==> src/rtl/icache_mem_arbiter.sv <==
// Arbitrates the single line-refill memory port between demand (dm) and prefetch (pf) requesters.
// Optional MEM_ARB_TIMEOUT_EN bounds the REQ wait and returns an error response on expiry.
module icache_mem_arbiter #(
  parameter int unsigned ADDR_W         = 32,
  parameter int unsigned LINE_W         = 128,
  parameter int unsigned STARVE_LIMIT   = 4,
  parameter int unsigned TIMEOUT_CYCLES = 64
) (
  input  logic              clk,
  input  logic              rst,
  input  logic              dm_req_valid,
  input  logic [ADDR_W-1:0] dm_req_addr,
  output logic              dm_req_ready,
  output logic              dm_rsp_valid,
  output logic [LINE_W-1:0] dm_rsp_data,
  output logic              dm_rsp_err,
  input  logic              pf_req_valid,
  input  logic [ADDR_W-1:0] pf_req_addr,
  output logic              pf_req_ready,
  output logic              pf_rsp_valid,
  output logic [LINE_W-1:0] pf_rsp_data,
  output logic              pf_rsp_err,
  output logic              mem_req,
  output logic [ADDR_W-1:0] mem_addr,
  input  logic [LINE_W-1:0] mem_data,
  input  logic              mem_ready,
  output logic              busy
);
  localparam int unsigned       CNT_W     = $clog2(STARVE_LIMIT + 1);
  localparam logic [CNT_W-1:0]  CNT_MAX   = CNT_W'(STARVE_LIMIT);
  localparam logic [ADDR_W-1:0] LINE_MASK = ~ADDR_W'(15);

  typedef enum logic [1:0] {IDLE = 2'd0, REQ = 2'd1, RESP = 2'd2} state_t;

  state_t           state, state_nxt;
  logic [CNT_W-1:0] starve_cnt;
  logic             grant_id;  // 0 = dm, 1 = pf
  logic             gnt_dm, gnt_pf, done_ok, done_to, to_hit;

`ifdef MEM_ARB_TIMEOUT_EN
  logic [15:0] to_cnt;
  assign to_hit = (to_cnt == 16'(TIMEOUT_CYCLES - 1));
`else
  logic unused_timeout;
  assign unused_timeout = ^TIMEOUT_CYCLES;
  assign to_hit         = 1'b0;
`endif

  // Grant decision and next-state logic
  always_comb begin
    state_nxt = state;
    gnt_dm    = 1'b0;
    gnt_pf    = 1'b0;
    done_ok   = 1'b0;
    done_to   = 1'b0;
    case (state)
      IDLE: begin
        if (dm_req_valid && pf_req_valid) begin
          if (starve_cnt == CNT_MAX) gnt_pf = 1'b1;
          else                       gnt_dm = 1'b1;
        end else begin
          gnt_dm = dm_req_valid;
          gnt_pf = pf_req_valid;
        end
        if (gnt_dm || gnt_pf) state_nxt = REQ;
      end
      REQ: begin
        if (mem_ready) begin
          done_ok   = 1'b1;
          state_nxt = RESP;
        end else if (to_hit) begin
          done_to   = 1'b1;
          state_nxt = RESP;
        end
      end
      RESP:    state_nxt = IDLE;
      default: state_nxt = IDLE;
    endcase
  end

  // State, grant bookkeeping and response data capture
  always_ff @(posedge clk) begin
    if (rst) begin
      state       <= IDLE;
      starve_cnt  <= '0;
      grant_id    <= 1'b0;
      mem_addr    <= '0;
      dm_rsp_data <= '0;
      pf_rsp_data <= '0;
    end else begin
      state <= state_nxt;
      if (gnt_dm) begin
        mem_addr <= dm_req_addr & LINE_MASK;
        grant_id <= 1'b0;
        if (!pf_req_valid)            starve_cnt <= '0;
        else if (starve_cnt != CNT_MAX) starve_cnt <= starve_cnt + CNT_W'(1);
      end
      if (gnt_pf) begin
        mem_addr   <= pf_req_addr & LINE_MASK;
        grant_id   <= 1'b1;
        starve_cnt <= '0;
      end
      if (done_ok || done_to) begin
        if (grant_id) pf_rsp_data <= done_ok ? mem_data : '0;
        else          dm_rsp_data <= done_ok ? mem_data : '0;
      end
    end
  end

`ifdef MEM_ARB_TIMEOUT_EN
  // Timeout counter runs only while waiting in REQ; error flag rides with the response
  always_ff @(posedge clk) begin
    if (rst) begin
      to_cnt     <= '0;
      dm_rsp_err <= 1'b0;
      pf_rsp_err <= 1'b0;
    end else begin
      to_cnt <= (state == REQ) ? to_cnt + 16'd1 : 16'd0;
      if (done_ok || done_to) begin
        if (grant_id) pf_rsp_err <= done_to;
        else          dm_rsp_err <= done_to;
      end
    end
  end
`else
  assign dm_rsp_err = 1'b0;
  assign pf_rsp_err = 1'b0;
`endif

  assign dm_req_ready = gnt_dm;
  assign pf_req_ready = gnt_pf;
  assign mem_req      = (state == REQ);
  assign busy         = (state != IDLE);
  assign dm_rsp_valid = (state == RESP) && !grant_id;
  assign pf_rsp_valid = (state == RESP) &&  grant_id;

endmodule

==> config.mk <==
export PLATFORM = sky130hd
export DESIGN_NAME = icache_mem_arbiter
export DESIGN_NICKNAME = d
export VERILOG_FILES = /design/src/rtl/icache_mem_arbiter.sv
export SDC_FILE = /design/constraint.sdc
export NUM_CORES = 1
export LEC_CHECK = 0
export CORE_AREA = 4 4 191 193
export CTS_CLUSTER_SIZE = 24
export DETAILED_ROUTE_END_ITERATION = 6
export DIE_AREA = 0 0 195 197
export GPL_ROUTABILITY_DRIVEN = 1
export PLACE_DENSITY = 0.63
export SLEW_MARGIN = 20
export SYNTH_ARGS = -nofsm -noshare
export SYNTH_HDL_FRONTEND = slang
export SYNTH_SLANG_ARGS = --single-unit
==> constraint.sdc <==
create_clock -name clk -period 2 [get_ports clk]
set_input_delay 0.2 -clock clk [delete_from_list [all_inputs] [get_ports clk]]
set_output_delay 0.2 -clock clk [all_outputs]
set_load 0.01 [all_outputs]
==> results.sh <==
export IMPL_finalMaxSlewViolations=0
export IMPL_place_gp_congestion=0.830
export IMPL_hold_end="pf_rsp_data[69]"
export IMPL_n_antenna_cell=0
export IMPL_synth_warnings=0
export IMPL_cts_max_path_buffers=3
export IMPL_ys_flop_type="dfxtp_1"
export IMPL_cts_tree="done"
export IMPL_rsz0062_at_grt="false"
export IMPL_max_cap_violations=0
export IMPL_die_w_microns=195
export IMPL_h_tree_depth=2
export IMPL_drt_iter0_drc=427
export IMPL_dpl_cell_count=2188
export IMPL_worstReg2RegStart="state[1]"
export IMPL_drive_gt1_frac=0.0586
export IMPL_die_area_sq_mm=0.0384
export IMPL_synth_top_family_by_area="simple AND/OR/NAND/NOR gates"
export IMPL_outcome="completed"
export IMPL_drt_wl_total_mm=38.6
export IMPL_yosysSeqAreaShare=0.554
export IMPL_routed_via_density=4.74
export IMPL_synthSimpleGateAreaFrac=0.241
export IMPL_p_clk_frac=0.434
export IMPL_hpwl_mm=26.8
export IMPL_p_seq_frac=0.440
export IMPL_core_area_sq_mm=0.0345
export IMPL_synth_area_mux_share=0.000956
export IMPL_synthArstFlopShare=0
export IMPL_hp_class="in2reg"
export IMPL_worst_setup_path_end_kind="primary output"
export IMPL_syn_to_final_growth_pct=61.3
export IMPL_hold_depth=3
export IMPL_cts_buffers_inserted=34
export IMPL_grt_pass1_vias=10282
export IMPL_synth_compound_area_frac=0.142
export IMPL_ys_ff_latch=290
export IMPL_setup_viol=0
export IMPL_portBuffers=478
export IMPL_period_share=0.956
export IMPL_worstSetupPathType="reg2out"
export IMPL_syn_avg_cell_area_sq_um=7.92
export IMPL_swShare=0.240
export IMPL_die_h_microns=197
export IMPL_ios=493
export IMPL_n_fill_cell=3367
export IMPL_grt_usage=0.188
export IMPL_fin_crit_ns=1.91
export IMPL_overflow=0
export IMPL_dr_pass1_iters=5
export IMPL_slew_limit_headroom=0.499
export IMPL_grt_max_degree=93
export IMPL_hold_viol=0
export IMPL_synth_cell_types=34
export IMPL_grt_pass1_wl_mm=58.3
export IMPL_power_density_mw_per_mm2=822
export IMPL_critPathRequiredTime_ns=1.80
export IMPL_final_antenna_net_count=0
export IMPL_row_count=68
export IMPL_clkTransAtPathRegs_ns=0.06
export IMPL_p_leak_nw=5.79
export IMPL_start_util=0.303
export IMPL_rr_worst_depth=5
export IMPL_ir_drop_uv=514
export IMPL_startpoint_type="flop"
export IMPL_synth_xor_area_frac=0
export IMPL_holdWs_ns=0.256
export IMPL_p_sw_mw=3.34
export IMPL_post_cts_setup_buffers=0
export IMPL_clock_latency_ns=0.52
export IMPL_nNetsFinal=1968
export IMPL_clock_sinks=290
export IMPL_synth_edff_count=0
export IMPL_wl_per_cell_microns=17.2
export IMPL_cts_root_buf="clkbuf_16"
export IMPL_netlist_instances=1323
export IMPL_vias=10651
export IMPL_skew_ns=0.0130
export IMPL_antenna_found_initial=1
export IMPL_drc=0
export IMPL_synth_adder_area_share=0.00239
export IMPL_tightest_slew_ns=0.751
export IMPL_cp_max_fo=4
export IMPL_hp_start="mem_data[69]"
export IMPL_fmax_ghz=0.523
export IMPL_p_int_mw=10.6
export IMPL_rrSetupSlack_ns=0.17
export IMPL_r2r_end="dm_rsp_data[99]"
export IMPL_worstPathArrival_ns=1.71
export IMPL_combPwrFrac=0.127
export IMPL_instances_no_fill=2246
export IMPL_synth_area_sq_mm=0.0105
## layout make-up
cell class / count / area, sq um / share of cell area
clock inverter: 9 / 109 / 0.00644
inverter: 3 / 11.3 / 0.000666
tap: 455 / 569 / 0.0337
clock buffer: 49 / 968 / 0.0573
timing repair buffer: 521 / 5320 / 0.315
multi-input combinational: 919 / 4110 / 0.243
sequential: 290 / 5810 / 0.344
## worst max path at each step
stage               slack [ns]           from            to
floorplan                 0.49  starve_cnt[0]  mem_addr[21]
global placement         -0.04   dm_req_valid  dm_req_ready
detailed placement       -0.04   dm_req_valid  dm_req_ready
CTS                       0.01       state[1]          busy
global route              0.01  starve_cnt[1]  dm_req_ready
finish                    0.09       state[0]  pf_req_ready
## Yosys cell counts, types with 2 or more instances
cell,n,area (sq um)
nand2_1,514,1930
buf_2,39,195
buf_4,30,225
nor4_1,29,181
a2111oi_0,2,17.5
or2_2,2,12.5
a21oi_1,285,1430
ha_1,2,25.0
nor2_1,3,11.3
clkbuf_1,45,169
or3b_1,2,17.5
nor3_1,57,285
inv_1,3,11.3
dfxtp_1,290,5810
## stage by stage
step	utilization	setup slack (ns)	power, mW	cell area [sq um]	TNS, ns
floorplan	-	0.491	6.91	10500	0
global placement	0.458	-0.0431	7.98	15800	-0.0431
detailed placement	0.458	-0.0356	8.00	15800	-0.0356
CTS	0.489	0.0114	14.1	16900	0
global route	0.489	0.0123	14.5	16900	0
finish	0.489	0.0871	13.9	16900	0
## cell families (layout without fill, tap and decap cells)
| kind of cell | count (synthesis) | after routing |
|---|---|---|
| simple gates | 617 | 617 |
| compound gates | 293 | 293 |
| flops | 290 | 290 |
| buf+inv | 119 | 582 |
| fa+ha+maj | 2 | 2 |
| other cells | 1 | 6 |
| mux | 1 | 1 |
## cell usage in the layout (no fill, tap or decap), types with 2 or more instances in the layout
cell type / instances
clkinv_2: 3
a21oi_1: 285
or2_2: 2
clkdlybuf4s50_1: 471
clkbuf_16: 35
nor4_1: 29
dfxtp_1: 289
nor3_1: 57
conb_1: 6
ha_1: 2
buf_4: 26
clkbuf_1: 10
clkinv_4: 2
a2111oi_0: 2
bufinv_16: 2
clkbuf_8: 5
buf_12: 17
dlygate4sd2_1: 4
nand2_1: 514
inv_1: 3
nor2_4: 2
## power by group through the flow
stage | combinational (mW) | clock (mW) | sequential (mW)
global route | 1.90 | 6.43 | 6.13
global placement | 1.76 | 0 | 6.22
finish | 1.76 | 6.03 | 6.11
detailed placement | 1.77 | 0 | 6.23
floorplan | 0.589 | 0 | 6.32
CTS | 1.78 | 6.24 | 6.11
## sequential cells by signal (all words and copies together) (netlist names)
name	flops
dm_rsp_data	128
starve_cnt	3
grant_id	1
state	2
mem_addr	28
pf_rsp_data	128
## critical path: stages, from the launching register on
cell and delay, ns:
dfxtp_1 0.38, or3b_4 0.42, nor2_4 0.12, dlygate4sd2_1 0.30
## what timing repair did
action | in CTS | in global routing
hold buffers | 0 | 0
endpoints found under the setup margin | 6 | 3
resized for setup | 9 | 3
cloned | 0 | 0
## layer usage
metal  track usage  share of wire  vias to the layer above
met4        0.0685          0.034                        2
li1              -              -                     5223
met1         0.216           0.39                     4951
met5             0        0.00034                        -
met2         0.318           0.48                      395
met3        0.0742          0.095                       80
(Power assumes the default switching activity.)
